<file path="config.mk">
export PLATFORM = sky130hd
export DESIGN_NAME = div_issue
export DESIGN_NICKNAME = d
export VERILOG_FILES = /design/src/rtl/div_issue.sv
export SDC_FILE = /design/constraint.sdc
export NUM_CORES = 1
export LEC_CHECK = 0
export BUFFER_PORTS_ARGS = -buffer_cell sky130_fd_sc_hd__buf_2
export CAP_MARGIN = 20
export CORE_UTILIZATION = 28
export CTS_CLUSTER_DIAMETER = 120
export DETAILED_ROUTE_END_ITERATION = 6
export HOLD_SLACK_MARGIN = 0.08
export PLACE_DENSITY = 0.6
export SYNTH_ARGS = -nofsm -noshare
export SYNTH_HDL_FRONTEND = slang
export SYNTH_SLANG_ARGS = --single-unit
</file>
<file path="constraint.sdc">
create_clock -name clk -period 1.8 [get_ports clk]
set_clock_uncertainty 0.2 [all_clocks]
set_input_delay 0.09 -clock clk [delete_from_list [all_inputs] [get_ports clk]]
set_output_delay 0.09 -clock clk [all_outputs]
set_load 0.02 [all_outputs]
</file>
<file path="src/rtl/div_issue.sv">
`timescale 1ns/1ps
`default_nettype none
// div_issue: operand-issue / result-capture stage around the combinational divider `div`.
// Optional DIV_ISSUE_SKID_EN adds a one-entry input buffer so a new pair can be taken during HOLD.
module div_issue #(
  parameter int WIDTH         = 4,
  parameter int SETTLE_CYCLES = 1
) (
  input  logic             clk,
  input  logic             rst,
  input  logic             in_valid,
  output logic             in_ready,
  input  logic [WIDTH-1:0] in_a,
  input  logic [WIDTH-1:0] in_b,
  output logic [WIDTH-1:0] div_a,
  output logic [WIDTH-1:0] div_b,
  input  logic [WIDTH-1:0] div_quotient,
  input  logic [WIDTH-1:0] div_remainder,
  output logic             out_valid,
  input  logic             out_ready,
  output logic [WIDTH-1:0] out_quotient,
  output logic [WIDTH-1:0] out_remainder,
  output logic             out_dbz
);

  typedef enum logic [1:0] {
    IDLE  = 2'd0,
    ISSUE = 2'd1,
    HOLD  = 2'd2
  } state_t;

  localparam logic [3:0] CNT_INIT = 4'(SETTLE_CYCLES - 1);

`ifdef DIV_ISSUE_SKID_EN
  localparam logic SKID = 1'b1;
  logic             buf_valid;
  logic [WIDTH-1:0] buf_a;
  logic [WIDTH-1:0] buf_b;
`else
  localparam logic SKID = 1'b0;
`endif

  state_t           state;
  logic [3:0]       cnt;
  logic             iss_go;
  logic [WIDTH-1:0] iss_a;
  logic [WIDTH-1:0] iss_b;

  // Selects which operand pair (if any) is launched this cycle.
  always_comb begin
    iss_go = 1'b0;
    iss_a  = in_a;
    iss_b  = in_b;
    case (state)
      IDLE: iss_go = in_valid && in_ready;
      HOLD: begin
`ifdef DIV_ISSUE_SKID_EN
        if (out_ready) begin
          if (buf_valid) begin
            iss_go = 1'b1;
            iss_a  = buf_a;
            iss_b  = buf_b;
          end else begin
            iss_go = in_valid && in_ready;
          end
        end
`endif
      end
      default: iss_go = 1'b0;
    endcase
  end

  always_ff @(posedge clk or posedge rst) begin
    if (rst) begin
      state         <= IDLE;
      cnt           <= 4'd0;
      in_ready      <= 1'b1;
      out_valid     <= 1'b0;
      div_a         <= '0;
      div_b         <= '0;
      out_quotient  <= '0;
      out_remainder <= '0;
      out_dbz       <= 1'b0;
`ifdef DIV_ISSUE_SKID_EN
      buf_valid     <= 1'b0;
      buf_a         <= '0;
      buf_b         <= '0;
`endif
    end else if (iss_go) begin
      div_a <= iss_a;
      div_b <= iss_b;
      if (iss_b != '0) begin
        state     <= ISSUE;
        cnt       <= CNT_INIT;
        in_ready  <= 1'b0;
        out_valid <= 1'b0;
      end else begin
        // Zero divisor: synthesize the result here so the divider output is never used.
        state         <= HOLD;
        out_quotient  <= '1;
        out_remainder <= iss_a;
        out_dbz       <= 1'b1;
        out_valid     <= 1'b1;
        in_ready      <= SKID;
      end
`ifdef DIV_ISSUE_SKID_EN
      buf_valid <= 1'b0;
`endif
    end else begin
      case (state)
        ISSUE: begin
          if (cnt == 4'd0) begin
            state         <= HOLD;
            out_quotient  <= div_quotient;
            out_remainder <= div_remainder;
            out_dbz       <= 1'b0;
            out_valid     <= 1'b1;
            in_ready      <= SKID;
          end else begin
            cnt <= cnt - 4'd1;
          end
        end
        HOLD: begin
          if (out_ready) begin
            state     <= IDLE;
            out_valid <= 1'b0;
            in_ready  <= 1'b1;
          end
`ifdef DIV_ISSUE_SKID_EN
          else if (in_valid && in_ready) begin
            buf_a     <= in_a;
            buf_b     <= in_b;
            buf_valid <= 1'b1;
            in_ready  <= 1'b0;
          end
`endif
        end
        IDLE: state <= IDLE;
        default: begin
          state     <= IDLE;
          out_valid <= 1'b0;
          in_ready  <= 1'b1;
        end
      endcase
    end
  end

endmodule
`default_nettype wire

</file>
==> impl_metrics.csv, run 1 <==
group,metric,value,unit
power_and_ir_drop,power.combinational.fraction,48.8,%
timing,fin_worst_hold_slack,0.09674,ns
critical_path,worstSetupPathType,"reg2reg",
critical_path,path_cells,"inv_2 > ha_4 > or3b_4 > a22o_1 > a21o_1",
placement,placedInstanceArea,1450,µm²
power_and_ir_drop,vdd_drop_max,0.5030,mV
cells_and_area,layout-drive-gt1-share,40.70,%
timing,fin_crit_sh,98.65,%
timing,rsz0062_at_grt,"yes",
synth,largest_family_of_logic_cells_by_synthesized_area,"simple AND/OR/NAND/NOR gates",
critical_path,worst_setup_path_end_kind,"flip-flop",
timing,fmax,563.1,MHz
cts,cts.sink_count,25,
grt,wire_length_of_the_first_global_routing_pass,5.106,mm
power_and_ir_drop,share_clk_of_total_power,12.9,%
routing,drc,0,
synth,synth_cell_type_count,30,
cts,tritoncts,"done",
timing,final_worst_path_period_need,1.776,ns
synth,synth-seq-area-share,56.04,%
synth,synth_top_area_share,53.69,%
cells_and_area,antenna_cells_inserted,0,
grt,first_global_vias,1120,
synth,yosys.area_share.adder,2.237,%
die,dieWidth,65.21,µm
critical_path,cpPeakStageDelay,0.42,ns
synth,synth_largest_area_cell,"dfrtp_1",
timing,timing.final.max_slew_violations,0,
timing,setup_viol,0,
routing,route.vias.total,1046,
cts,h_tree_levels,1,
die,rows,22,
die,design.die.area,4252,µm²
synth,synth.area.mux_share,0,%
power_and_ir_drop,p_sw_share,40.59,%
placement,hpwlAfterDp,2.124,mm
grt,antenna_violations_before_repair,0,
placement,placement.io_buffers,38,
routing,first_iter_violations,52,
grt,groute.usage.overall,16.16,%
cells_and_area,area_delta_synth_final,56.15,%
critical_path,ff2ff_path_depth,5,
critical_path,critPathArrivalTime,1.75,ns
cells_and_area,fill_cells,360,
placement,dp.cells,198,
critical_path,worstPathMaxFanout,4,
timing,relSlewSlack,72.58,%
synth,synth-compound-area-share,17.11,%
timing,layout_setup_ws,0.02426,ns
job,drv.max_cap_violation_count,0,
cells_and_area,finalCoreUtilization,46.66,%
synth,syn_nets,124,
synth,post_synth_instance_area,1119,µm²
timing,worstMarginPinSlew,0.4058,ns
placement,last_weighted_congestion_value_of_the_routability_driven_placer,0.7291,
grt,pin_count_of_the_biggest_net_entering_global_routing,16,
synth,yosys.area_share.xor_xnor,0,%
cts,clock_insertion_delay_worst_skew,0.27,ns
power_and_ir_drop,total_leakage_power,0.0008214,µW
critical_path,critPathSlowestCell,"or3b_4",
die,top_level_ports,39,
placement,pre_cts_worst_setup_slack,-0.04474,ns
die,fp.dieH,65.21,µm
cts,clkSlewWorstSetupHoldPaths,0.09,ns
cells_and_area,design_area,1747,µm²
worst_hold_path,worst_hold_path_cell_count,5,
synth,netlist_instances,102,
routing,firstDrtPassIters,4,
power_and_ir_drop,share_seq_of_total_power,38.3,%
routing,ant_nets,0,
routing,post_drt_via_cell_ratio,4.755,
die,placeableCoreArea,3744,µm²
cells_and_area,design.final.nets,195,
synth,post_synth_main_area_contributors,"dfrtp_1, nand2_1, o221a_2",
synth,yosysWarningCount,0,
power_and_ir_drop,power_spent_charging_and_discharging_nets,1061,µW
worst_hold_path,timing.hold.worst.class,"in2reg",
critical_path,cp-start-kind,"flip-flop",
synth,synth_simple_gate_area_share,21.81,%
grt,grt_overflow,0,
outcome,status,"complete, no violations",
critical_path,crit_required,1.77,ns
cts,cts.root.buffer_cell,"clkbuf_8",
die,initial_utilization,29.88,%
synth,synth.ff_latch_count,25,
timing,finalHoldViolCount,0,
routing,avgRoutedWirePerCell,13.78,µm
cts,cts_max_path_buffers,2,
power_and_ir_drop,internal_power,1553,µW
synth,postSynthAreaPerCell,10.97,µm²
cells_and_area,final_cells,220,
cts,cts_buffers,3,
power_and_ir_drop,power_density,1496,nW/µm²
routing,drt-total-wl,3.032,mm
==> critical path, delay by kind of cell (launching register included) <==
family,cells,cell delay [ns]
flops,1,0.40
compound gates,2,0.44
buf+inv,1,0.09
simple gates,1,0.42
fa+ha+maj,1,0.13
==> cells in the mapped netlist <==
library cell	count
dfrtp_1	24
nor4bb_1	1
or3b_1	1
nor4_1	1
or4_4	1
clkbuf_1	1
a22o_1	2
or3_1	5
o22ai_2	1
o22ai_4	1
inv_1	6
a21o_1	2
or4_1	2
nand4bb_2	1
nor2b_1	1
nand3b_1	1
nor2_1	1
buf_2	1
nand3_1	4
o21ai_1	2
nand2b_1	1
o22a_1	4
nor3b_1	1
a21oi_1	1
nand2_1	25
o2bb2ai_1	1
o211ai_1	3
o221a_2	4
dfstp_2	1
ha_1	2
==> layout by cell type, fill, tap and decap left out, types with 2 or more instances in the layout <==
master / n
a21o_1: 2
o22ai_2: 2
or4_4: 2
clkbuf_8: 3
buf_2: 36
nand2_1: 24
a22o_1: 2
o221a_2: 4
or3_1: 5
buf_4: 11
nand3_1: 4
inv_2: 2
inv_1: 4
o22a_1: 4
dfrtp_1: 24
o211ai_1: 3
o21ai_1: 2
dlygate4sd3_1: 19
==> cells by family after synthesis <==
| kind of cell | Yosys count |
|---|---|
| fa+ha+maj | 2 |
| buf+inv | 8 |
| simple gates | 46 |
| flops | 25 |
| compound gates | 21 |
==> metal layers <==
metal | GRT usage, % | routed length [µm]
met1 | 18.31 | 1338
met3 | 3.646 | 170
met4 | 5.707 | 47
met5 | 0 | 0
met2 | 29.38 | 1475
==> path summary, 6_finish.rpt <==
check / from / endpoint / slack [ns]
max in group asynchronous: rst / cnt[2] / 0.69
max: cnt[1] / out_valid / 0.02
min reg2reg: div_a[3] / div_a[3] / 0.28
min: in_b[1] / cnt[2] / 0.1
max reg2reg: cnt[1] / out_valid / 0.02
min in group asynchronous: rst / state[1] / 0.16
==> timing repair <==
item	in CTS	in global routing
setup buffers	0	1
endpoints found under the setup margin	10	14
hold buffers	19	0
cloned	1	0
resized for setup	2	11
hold endpoints to repair	43	0
pin swaps	1	8
==> final cells by class <==
type / instances / area (µm²) / share of cell area, %
clock buffer: 3 / 41.29 / 2.364
clock inverter: 1 / 7.507 / 0.4298
inverter: 6 / 22.52 / 1.289
multi-input combinational: 70 / 524.3 / 30.01
sequential: 25 / 626.9 / 35.89
tap: 48 / 60.06 / 3.438
timing repair buffer: 67 / 464.2 / 26.58
==> power by group through the flow <==
stage | sequential (µW) | combinational [µW] | clock (µW)
2_1_floorplan | 1210 | 475 | 0
3_3_place_gp | 975 | 1130 | 0
3_5_place_dp | 987 | 1150 | 0
4_1_cts | 980 | 1230 | 346
5_1_grt | 1040 | 1400 | 374
6_report | 1000 | 1280 | 337
==> sequential cells by signal, summed over array words and instances, names as in the netlist <==
register,cells
out_remainder,4
div_a,4
out_valid,1
out_dbz,1
div_b,4
cnt,4
out_quotient,4
in_ready,1
state,2
==> per-stage QoR <==
step	TNS [ns]	total power, µW
finish	0	2613
global placement	0	2101
global route	-0.05271	2809
floorplan	0	1682
detailed placement	-0.2408	2141
CTS	0	2560
(Power assumes the default switching activity.)
==> inputs of run 2 (changes only) <==
- CORE_MARGIN: not set -> 10
- GPL_TIMING_DRIVEN: not set -> 0
==> run 2 against run 1 <==
Final area fell by 3.6%. Non-clock buffer count is 7 lower. Clock power decreased by 6%. Via count down 2.3%. Critical path type unchanged. Critical endpoint is now out_remainder[1]. Largest cell class unchanged.
==> impl_metrics.csv, run 2 (same netlist as run 1, synthesis figures left out) <==
group,metric,value,unit
outcome,status,"complete, no violations",
power_and_ir_drop,power_density,1511,nW/µm²
cells_and_area,sequential_cell_area,626.9,µm²
critical_path,worst_setup_path_end_kind,"flip-flop",
cells_and_area,area_delta_synth_final,50.56,%
routing,firstDrtPassIters,4,
critical_path,crit-reg2reg-launch,"cnt[0]",
routing,drt-total-wl,3.245,mm
timing,setup_viol,0,
timing,finalHoldViolCount,0,
die,initial_utilization,29.66,%
die,placeableCoreArea,3771,µm²
cts,cts_buffers,3,
timing,fmax,562.3,MHz
power_and_ir_drop,power_spent_charging_and_discharging_nets,1042,µW
power_and_ir_drop,power.combinational.fraction,48.1,%
grt,first_global_vias,1120,
cts,clkSlewWorstSetupHoldPaths,0.08,ns
timing,final_worst_path_period_need,1.778,ns
cells_and_area,final_cells,213,
placement,dp.cells,188,
routing,route.vias.total,1022,
die,dieWidth,83.21,µm
timing,timing.final.max_slew_violations,0,
job,drv.max_cap_violation_count,0,
cts,cts_max_path_buffers,2,
critical_path,critical_path.endpoint,"out_remainder[1]",
placement,placedInstanceArea,1369,µm²
cts,clock_insertion_delay_worst_skew,0.26,ns
timing,fin_crit_sh,98.79,%
power_and_ir_drop,share_seq_of_total_power,39.4,%
power_and_ir_drop,internal_power,1503,µW
critical_path,worstPathMaxFanout,5,
grt,wire_length_of_the_first_global_routing_pass,5.457,mm
critical_path,cpPeakStageDelay,0.43,ns
cells_and_area,fill_cells,360,
cts,cts.root.buffer_cell,"clkbuf_8",
critical_path,worstSetupPathType,"reg2reg",
routing,first_iter_violations,66,
timing,rsz0062_at_grt,"yes",
worst_hold_path,timing.hold.worst.class,"in2reg",
cts,h_tree_levels,1,
cells_and_area,mostFrequentLayoutCell,"buf_2",
timing,tns,0,ns
cts,tritoncts,"done",
cells_and_area,design.final.nets,188,
cells_and_area,antenna_cells_inserted,0,
grt,groute.usage.overall,9.207,%
routing,avgRoutedWirePerCell,15.23,µm
timing,worstMarginPinSlew,0.9056,ns
die,top_level_ports,39,
timing,relSlewSlack,39.56,%
critical_path,critPathSlowestCell,"or3b_4",
power_and_ir_drop,p_sw_share,40.96,%
critical_path,worst_setup_path_startpoint,"cnt[0]",
critical_path,r2r_setup_slack,0.02,ns
cells_and_area,design_area,1684,µm²
placement,placement.io_buffers,38,
power_and_ir_drop,total_leakage_power,0.0007851,µW
die,design.die.area,6923,µm²
cts,cts.sink_count,25,
placement,hpwlAfterDp,2.238,mm
grt,antenna_violations_before_repair,0,
placement,last_weighted_congestion_value_of_the_routability_driven_placer,0.7677,
routing,post_drt_via_cell_ratio,4.798,
die,rows,22,
cells_and_area,layout-drive-gt1-share,38.18,%
routing,ant_nets,0,
critical_path,critPathArrivalTime,1.78,ns
critical_path,ff2ff_path_depth,5,
grt,grt_overflow,0,
critical_path,path_cells,"inv_2 > ha_4 > or3b_4 > o22ai_4 > o221a_2",
power_and_ir_drop,vdd_drop_max,0.4392,mV
critical_path,cp-start-kind,"flip-flop",
power_and_ir_drop,share_clk_of_total_power,12.5,%
grt,pin_count_of_the_biggest_net_entering_global_routing,26,
cells_and_area,layout.cells.most_common_list,"buf_2, nand2_1, dfrtp_1",
critical_path,crit_required,1.80,ns
critical_path,rr_endpoint,"out_remainder[1]",
die,fp.dieH,83.21,µm
worst_hold_path,worst_hold_path_cell_count,4,
timing,fin_worst_hold_slack,0.1322,ns
routing,drc,0,
cells_and_area,multi_input_comb_area,530.5,µm²
## run 2: how the worst min path moves through the flow
stage                  start         to  slack (ns)
finish              in_valid  out_valid        0.13
floorplan                rst     cnt[0]       -0.08
CTS                 in_valid  out_valid        0.11
global route        in_valid  out_valid        0.16
global placement     in_a[3]   div_a[3]         0.1
detailed placement   in_a[3]   div_a[3]         0.1
## run 2: layer usage
layer | global-route usage, % | wire length [µm] | vias to the layer above
li1 | - | - | 503
met3 | 2.637 | 272 | 2
met2 | 14.25 | 1400 | 35
met1 | 11.49 | 1535 | 482
met5 | 0 | 0 | -
met4 | 4.154 | 36 | 0
## run 2: area by class of cell
class                           count  area share, %
Sequential cell                    25          37.22
Clock buffer                        4          2.675
Buffer                              2         0.5944
Multi-Input combinational cell     70          31.50
Tap cell                           48          3.566
Inverter                            6          1.337
Timing Repair Buffer               58          23.11
## run 2: power groups by stage
stage	combinational (µW)	clock (µW)	sequential [µW]
after floorplan	475	0	1210
after global placement	1040	0	974
after detailed placement	1070	0	987
after CTS	1170	340	985
after global routing	1350	366	1030
final	1220	318	1000
## run 2: what timing repair did
action | 4_1_cts | 5_1_grt
gates cloned | 1 | 0
pin swaps | 4 | 4
resized for setup | 6 | 9
hold endpoints to repair | 45 | 0
buffers inserted | 2 | 0
hold buffers | 18 | 0
setup endpoints to repair | 12 | 13
## run 2: per-stage QoR
step / power [µW] / setup slack (ns) / util (%)
2_1_floorplan: 1682 / 0.02499 / -
3_3_place_gp: 2018 / -0.1945 / 36.30
3_5_place_dp: 2058 / -0.2653 / 36.30
4_1_cts: 2495 / 0.001512 / 43.36
5_1_grt: 2752 / -0.05514 / 44.66
6_report: 2545 / 0.02175 / 44.66
## run 2: worst max-delay path: cells and delay by family (launching register included)
kind / cells / cell delay (ns)
buffers and inverters: 1 / 0.09
and+or+nand+nor: 1 / 0.43
DFF: 1 / 0.39
adders and majority gates: 1 / 0.14
AOI/OAI and AO/OA: 2 / 0.48
